$ cat src/rtl/floo_pkg.sv
// rtl/floo_pkg.sv - shared types and helpers for the HBM read scheduler
package floo_pkg;

  typedef enum logic {
    HBM_IDLE = 1'b0,
    HBM_HOLD = 1'b1
  } hbm_sched_state_e;

  // Outstanding counter must be able to hold the value max_txns itself.
  function automatic int unsigned cnt_width(input int unsigned max_txns);
    return $clog2(max_txns) + 1;
  endfunction

endpackage

$ cat src/rtl/fifo_v3.sv
// rtl/fifo_v3.sv - small synchronous FIFO used to track burst return order
module fifo_v3 #(
  parameter bit          FALL_THROUGH = 1'b0,
  parameter int unsigned DATA_WIDTH   = 1,
  parameter int unsigned DEPTH        = 8
) (
  input  logic                  clk_i,
  input  logic                  rst_i,
  input  logic                  push_i,
  input  logic [DATA_WIDTH-1:0] data_i,
  input  logic                  pop_i,
  output logic [DATA_WIDTH-1:0] data_o,
  output logic                  full_o,
  output logic                  empty_o
);

  localparam int unsigned PtrW = (DEPTH > 1) ? $clog2(DEPTH) : 1;

  logic [PtrW-1:0]       wr_ptr_q, rd_ptr_q;
  logic [PtrW:0]         count_q;
  logic [DATA_WIDTH-1:0] mem_q [DEPTH];
  logic                  do_push, do_pop;

  assign full_o  = (count_q == (PtrW+1)'(DEPTH));
  assign empty_o = (count_q == '0);
  assign do_push = push_i && !full_o;
  assign do_pop  = pop_i && !empty_o;

  always_comb begin
    data_o = mem_q[rd_ptr_q];
    if (FALL_THROUGH && empty_o && push_i) data_o = data_i;
  end

  always_ff @(posedge clk_i or posedge rst_i) begin
    if (rst_i) begin
      wr_ptr_q <= '0;
      rd_ptr_q <= '0;
      count_q  <= '0;
    end else begin
      if (do_push) wr_ptr_q <= (wr_ptr_q == PtrW'(DEPTH-1)) ? '0 : wr_ptr_q + PtrW'(1);
      if (do_pop)  rd_ptr_q <= (rd_ptr_q == PtrW'(DEPTH-1)) ? '0 : rd_ptr_q + PtrW'(1);
      case ({do_push, do_pop})
        2'b10:   count_q <= count_q + (PtrW+1)'(1);
        2'b01:   count_q <= count_q - (PtrW+1)'(1);
        default: count_q <= count_q;
      endcase
    end
  end

  always_ff @(posedge clk_i) begin
    if (do_push) mem_q[wr_ptr_q] <= data_i;
  end

endmodule

$ cat src/rtl/floo_hbm_rd_scheduler.sv
// rtl/floo_hbm_rd_scheduler.sv - round-robin AR arbiter for one HBM channel with in-order R routing
module floo_hbm_rd_scheduler
  import floo_pkg::*;
#(
  parameter int unsigned NumReq    = 2,
  parameter int unsigned AddrWidth = 48,
  parameter int unsigned DataWidth = 64,
  parameter int unsigned MaxTxns   = 8
) (
  input  logic                               clk_i,
  input  logic                               rst_i,
  input  logic [NumReq-1:0]                  req_ar_valid_i,
  output logic [NumReq-1:0]                  req_ar_ready_o,
  input  logic [NumReq-1:0][AddrWidth-1:0]   req_ar_addr_i,
  input  logic [NumReq-1:0][7:0]             req_ar_len_i,
  output logic                               hbm_ar_valid_o,
  input  logic                               hbm_ar_ready_i,
  output logic [AddrWidth-1:0]               hbm_ar_addr_o,
  output logic [7:0]                         hbm_ar_len_o,
  input  logic                               hbm_r_valid_i,
  output logic                               hbm_r_ready_o,
  input  logic [DataWidth-1:0]               hbm_r_data_i,
  input  logic                               hbm_r_last_i,
  output logic [NumReq-1:0]                  req_r_valid_o,
  input  logic [NumReq-1:0]                  req_r_ready_i,
  output logic [DataWidth-1:0]               req_r_data_o,
  output logic                               req_r_last_o,
  output logic                               busy_o
);

  localparam int unsigned IdxW = $clog2(NumReq);
  localparam int unsigned CntW = cnt_width(MaxTxns);

  hbm_sched_state_e state_q, state_d;
  logic [IdxW-1:0]  last_grant_q, hold_idx_q, grant_idx, cand_idx, ar_idx, r_head;
  logic [CntW-1:0]  outstanding_q;
  logic             found, can_issue, ar_valid, ar_fire, hold_load, r_pop;
  logic             fifo_full, fifo_empty;
  int               cand;

  assign can_issue = (outstanding_q < CntW'(MaxTxns)) && !fifo_full;

  always_comb begin
    state_d   = state_q;
    grant_idx = last_grant_q;
    cand_idx  = '0;
    cand      = 0;
    found     = 1'b0;
    ar_valid  = 1'b0;
    ar_idx    = last_grant_q;
    hold_load = 1'b0;

    // Search starts one past the last winner so every requester gets a turn.
    for (int i = 1; i <= int'(NumReq); i++) begin
      cand     = (int'(last_grant_q) + i) % int'(NumReq);
      cand_idx = IdxW'(cand);
      if (!found && req_ar_valid_i[cand_idx]) begin
        found     = 1'b1;
        grant_idx = cand_idx;
      end
    end

    case (state_q)
      HBM_IDLE: begin
        ar_idx = grant_idx;
        if (found && can_issue) begin
          ar_valid = 1'b1;
          if (!hbm_ar_ready_i) begin
            state_d   = HBM_HOLD;
            hold_load = 1'b1;
          end
        end
      end
      HBM_HOLD: begin
        ar_idx   = hold_idx_q;
        ar_valid = 1'b1;
        if (hbm_ar_ready_i) state_d = HBM_IDLE;
      end
      default: state_d = HBM_IDLE;
    endcase
  end

  assign ar_fire        = ar_valid && hbm_ar_ready_i && !rst_i;
  assign hbm_ar_valid_o = ar_valid && !rst_i;
  assign hbm_ar_addr_o  = req_ar_addr_i[ar_idx];
  assign hbm_ar_len_o   = req_ar_len_i[ar_idx];

  always_comb begin
    req_ar_ready_o         = '0;
    req_ar_ready_o[ar_idx] = ar_fire;
  end

  always_ff @(posedge clk_i or posedge rst_i) begin
    if (rst_i) begin
      state_q      <= HBM_IDLE;
      last_grant_q <= IdxW'(NumReq - 1);
      hold_idx_q   <= '0;
    end else begin
      state_q <= state_d;
      if (ar_fire)   last_grant_q <= ar_idx;
      if (hold_load) hold_idx_q   <= grant_idx;
    end
  end

  fifo_v3 #(
    .FALL_THROUGH (1'b0),
    .DATA_WIDTH   (IdxW),
    .DEPTH        (MaxTxns)
  ) i_order_fifo (
    .clk_i   (clk_i),
    .rst_i   (rst_i),
    .push_i  (ar_fire),
    .data_i  (ar_idx),
    .pop_i   (r_pop),
    .data_o  (r_head),
    .full_o  (fifo_full),
    .empty_o (fifo_empty)
  );

  // Beats are only steered to the requester owning the oldest tracked burst.
  always_comb begin
    req_r_valid_o = '0;
    hbm_r_ready_o = 1'b0;
    if (!fifo_empty && !rst_i) begin
      req_r_valid_o[r_head] = hbm_r_valid_i;
      hbm_r_ready_o         = req_r_ready_i[r_head];
    end
  end

  assign r_pop        = hbm_r_valid_i && hbm_r_ready_o && hbm_r_last_i;
  assign req_r_data_o = hbm_r_data_i;
  assign req_r_last_o = hbm_r_last_i;

  always_ff @(posedge clk_i or posedge rst_i) begin
    if (rst_i) begin
      outstanding_q <= '0;
    end else begin
      case ({ar_fire, r_pop})
        2'b10:   outstanding_q <= outstanding_q + CntW'(1);
        2'b01:   outstanding_q <= outstanding_q - CntW'(1);
        default: outstanding_q <= outstanding_q;
      endcase
    end
  end

  assign busy_o = ((outstanding_q != '0) || (state_q == HBM_HOLD)) && !rst_i;

endmodule

$ cat config.mk
export PLATFORM = sky130hd
export DESIGN_NAME = floo_hbm_rd_scheduler
export DESIGN_NICKNAME = d
export VERILOG_FILES = /design/src/rtl/floo_pkg.sv /design/src/rtl/fifo_v3.sv /design/src/rtl/floo_hbm_rd_scheduler.sv
export SDC_FILE = /design/constraint.sdc
export NUM_CORES = 1
export LEC_CHECK = 0
export CAP_MARGIN = 30
export CORE_AREA = 5 5 118 120
export DETAILED_ROUTE_END_ITERATION = 10
export DIE_AREA = 0 0 123 125
export GPL_ROUTABILITY_DRIVEN = 0
export GPL_TIMING_DRIVEN = 1
export PLACE_DENSITY = 0.68
export SLEW_MARGIN = 0
export SYNTH_ARGS = -nofsm -noshare
export SYNTH_HDL_FRONTEND = slang
export SYNTH_SLANG_ARGS = --single-unit
$ cat constraint.sdc
create_clock -name clk_i -period 7 [get_ports clk_i]
set_input_delay 1.4 -clock clk_i [delete_from_list [all_inputs] [get_ports clk_i]]
set_output_delay 1.4 -clock clk_i [all_outputs]
set_load 0.01 [all_outputs]
==> impl_metrics.yaml <==
sta:
  setup_violations: 0
  slew_viol_final: 0
  tightest_slew_ns: 0.734
  rsz0062_at_grt: "false"
  max_clock_freq_mhz: 183
  fin_crit_sh_pct: 78.0
  fin_skew_ns: 0.00412
  min_period_ns: 5.46
  slew_headroom_pct: 51.0
  tns_ns: 0
  finalHoldViolations: 0
logic_synthesis:
  synth_xor_area_share_pct: 2.77
  synthMuxAreaShare_pct: 31.9
  synth_compound_area_share_pct: 2.67
  syn_area_um2: 2530
  ys.flop_type: "dfrtp_1"
  async_flop_share_pct: 68.0
  synth_top_family_by_area: "multiplexers"
  synth-seq-cells: 25
  yosys-top-cells-area: "mux2_2 27%, buf_4 19%, dfrtp_1 16%"
  yosys.area_share.simple_pct: 8.41
  synth_common_cells: "65 x buf_4, 60 x mux2_2, 16 x dfrtp_1, 15 x nor2_1, 10 x ha_1"
  synthAdderAreaFrac_pct: 6.53
  synth_edf_count: 8
  seq_area_frac_synth_pct: 26.4
  ys.warnings.count: 0
  yosysTopAreaCell: "mux2_2"
  syn-instance-count: 247
  synthMostInstantiatedCell: "buf_4"
  synthDistinctLibCells: 31
  yosys.area.top_type_share_pct: 26.7
  syn-num-nets: 444
  synth.avg_cell_area_um2: 10.2
final_layout:
  final_net_count: 563
  fin_util_pct: 32.4
  syn_to_final_growth_pct: 64.9
  layout-drive-gt1-share_pct: 19.5
  design_area_um2: 4170
  diodes: 0
global_routing:
  grt_max_degree: 49
  grt_pass1_vias: 2568
  antenna_found_initial: 0
  grt_pass1_wl_um: 15000
  grt_overflow_total: 0
  grt_usage_pct: 12.8
floorplan:
  ios: 313
  fp-row-count: 42
  core_area_um2: 12900
  fp.dieW_um: 123
  dieHeight_um: 125
  start_util_pct: 19.6
  die-area_um2: 15400
route:
  drt-total-wl_um: 10200
  num_vias: 2212
  dr.pass1.iters: 4
  post_drt_wl_per_cell_um: 18.8
  detail-route-antenna-nets: 0
  viasPerCell: 4.09
  drt_iter0_drc: 59
  drc: 0
clock_network:
  cts.sinks: 25
  post-cts-setup-buffer-count: 0
  clockRootBuffer: "clkbuf_16"
  cts_max_path_buffers: 2
  postCtsHoldBufs: 0
  htree_levels: 1
  cts_resized: 0
  cts_tree: "yes"
  cts_buffers: 3
  clk-insertion-delay-late_ns: 0.26
  clk_pin_slew_ns: 0.06
placed_design:
  place_hpwl_um: 8900
  io_buffers: 184
  place_area_um2: 4090
power_and_ir_drop:
  powerDensity_nw_per_um2: 296
  finalPower_uw: 1240
  vdd_drop_max_mv: 0.102
  leakage_uw: 0.00160
setup_path:
  reg2reg_to: "i_order_fifo.count_q[3]"
  cp.arrival_ns: 4.06
  cp_max_fo: 48
  worstPathRequired_ns: 5.60
  critPathTopFamily: "buffers and inverters"
  rrSetupSlack_ns: 3.80
  ff2ff_path_depth: 11
  critPathKind: "input pin to output pin"
  worstPathCellList: "clkdlybuf4s50_1, nor2_1, a21oi_1, mux2_2, buf_4, mux2_2, clkdlybuf4s50_1"
  r2r-start: "i_order_fifo.rd_ptr_q[0]"
  cp_slowest_cell: "buf_4"
  cp-start-kind: "input pin"
  critPathCaptureType: "output pin"
  slowest_delay_ns: 0.57
  path_buf_inv: 3
worst_hold_path:
  hold_depth: 1
  hold_end: "i_order_fifo.count_q[3]"
  min_from: "i_order_fifo.count_q[3]"
  worst_hold_path_type: "flip-flop to flip-flop"
run:
  max_cap_violations: 0
status:
  status: "complete, no violations"
==> flip-flops by register name, indices dropped and copies added (netlist names) <==
| register | cells |
|---|---|
| hold_idx_q | 1 |
| i_order_fifo.rd_ptr_q | 3 |
| outstanding_q | 4 |
| i_order_fifo.wr_ptr_q | 3 |
| i_order_fifo.count_q | 4 |
| state_q | 1 |
| last_grant_q | 1 |
| i_order_fifo.mem_q | 8 |
==> cell families after synthesis <==
| logic type | count (synthesis) |
|---|---|
| buffers and inverters | 79 |
| muxes | 69 |
| and+or+nand+nor | 43 |
| DFF | 25 |
| adders and majority gates | 12 |
| AOI/OAI and AO/OA | 11 |
| xor gates and xnor gates | 8 |
==> cells in the final DEF (no fill, tap or decap), types with 2 or more instances in the layout <==
master           count
mux2_2              60
inv_1                7
o21ai_0              3
nand2b_1             3
xnor2_1              4
nor4_1               3
mux4_1               2
dfrtp_1             16
fa_1                 2
edfxtp_1             8
a21o_1               3
nor3_1               8
clkbuf_16            3
clkdlybuf4s50_1    184
nand2_1              8
mux2_1               3
ha_1                10
xor2_1               4
a21oi_1              4
mux2i_1              3
nor2_1              15
==> worst max-delay path by stage <==
stage	startpoint	end	slack, ns	cells past startpoint
floorplan	req_ar_valid_i[1]	hbm_ar_len_o[1]	3.04	5
global placement	req_ar_valid_i[1]	hbm_ar_addr_o[9]	1.56	7
detailed placement	req_ar_valid_i[1]	hbm_ar_len_o[0]	1.50	7
CTS	req_ar_valid_i[1]	hbm_ar_len_o[0]	1.48	7
global route	req_ar_valid_i[1]	hbm_ar_addr_o[9]	1.29	7
finish	req_ar_valid_i[1]	hbm_ar_addr_o[30]	1.54	7
==> worst reg2reg max path, cell delays in order (launching register included) <==
cell	delay, ns
dfrtp_1	0.44
mux4_1	0.60
mux2i_2	0.24
mux2i_1	0.17
nor3b_2	0.38
ha_1	0.29
ha_1	0.26
a21o_1	0.19
a21oi_1	0.18
xnor2_1	0.14
nor2_1	0.06
xor2_1	0.14
==> stage by stage <==
stage | worst slack [ns] | hold slack, ns | instances
2_1_floorplan | 3.04 | 0.457 | 247
3_3_place_gp | 1.56 | 0.482 | 537
3_5_place_dp | 1.50 | 0.482 | 537
4_1_cts | 1.48 | 0.491 | 541
5_1_grt | 1.29 | 0.514 | 541
6_report | 1.54 | 0.489 | 541
==> report_power, final <==
part / total (µW) / internal [µW] / switching, µW
clock: 130 / 77.7 / 52.7
combinational: 834 / 500 / 334
sequential: 271 / 213 / 58.6
total: 1240 / 791 / 445
==> cell type report <==
type                            instances  area, µm²
Clock buffer                            3       75.1
Clock inverter                          1       7.51
Fill cell                            1344       8700
Inverter                                8       30.0
Multi-Input combinational cell        143       1320
Sequential cell                        25        667
Tap cell                              176        220
Timing Repair Buffer                  185       1850
==> per-layer routing <==
layer  GRT usage (%)  part of all wire (%)
met5               0                     0
met4            3.00                   1.8
met3            5.92                    11
met2            21.6                    49
met1            14.8                    38
No activity file was read; power rests on OpenSTA's default activity.
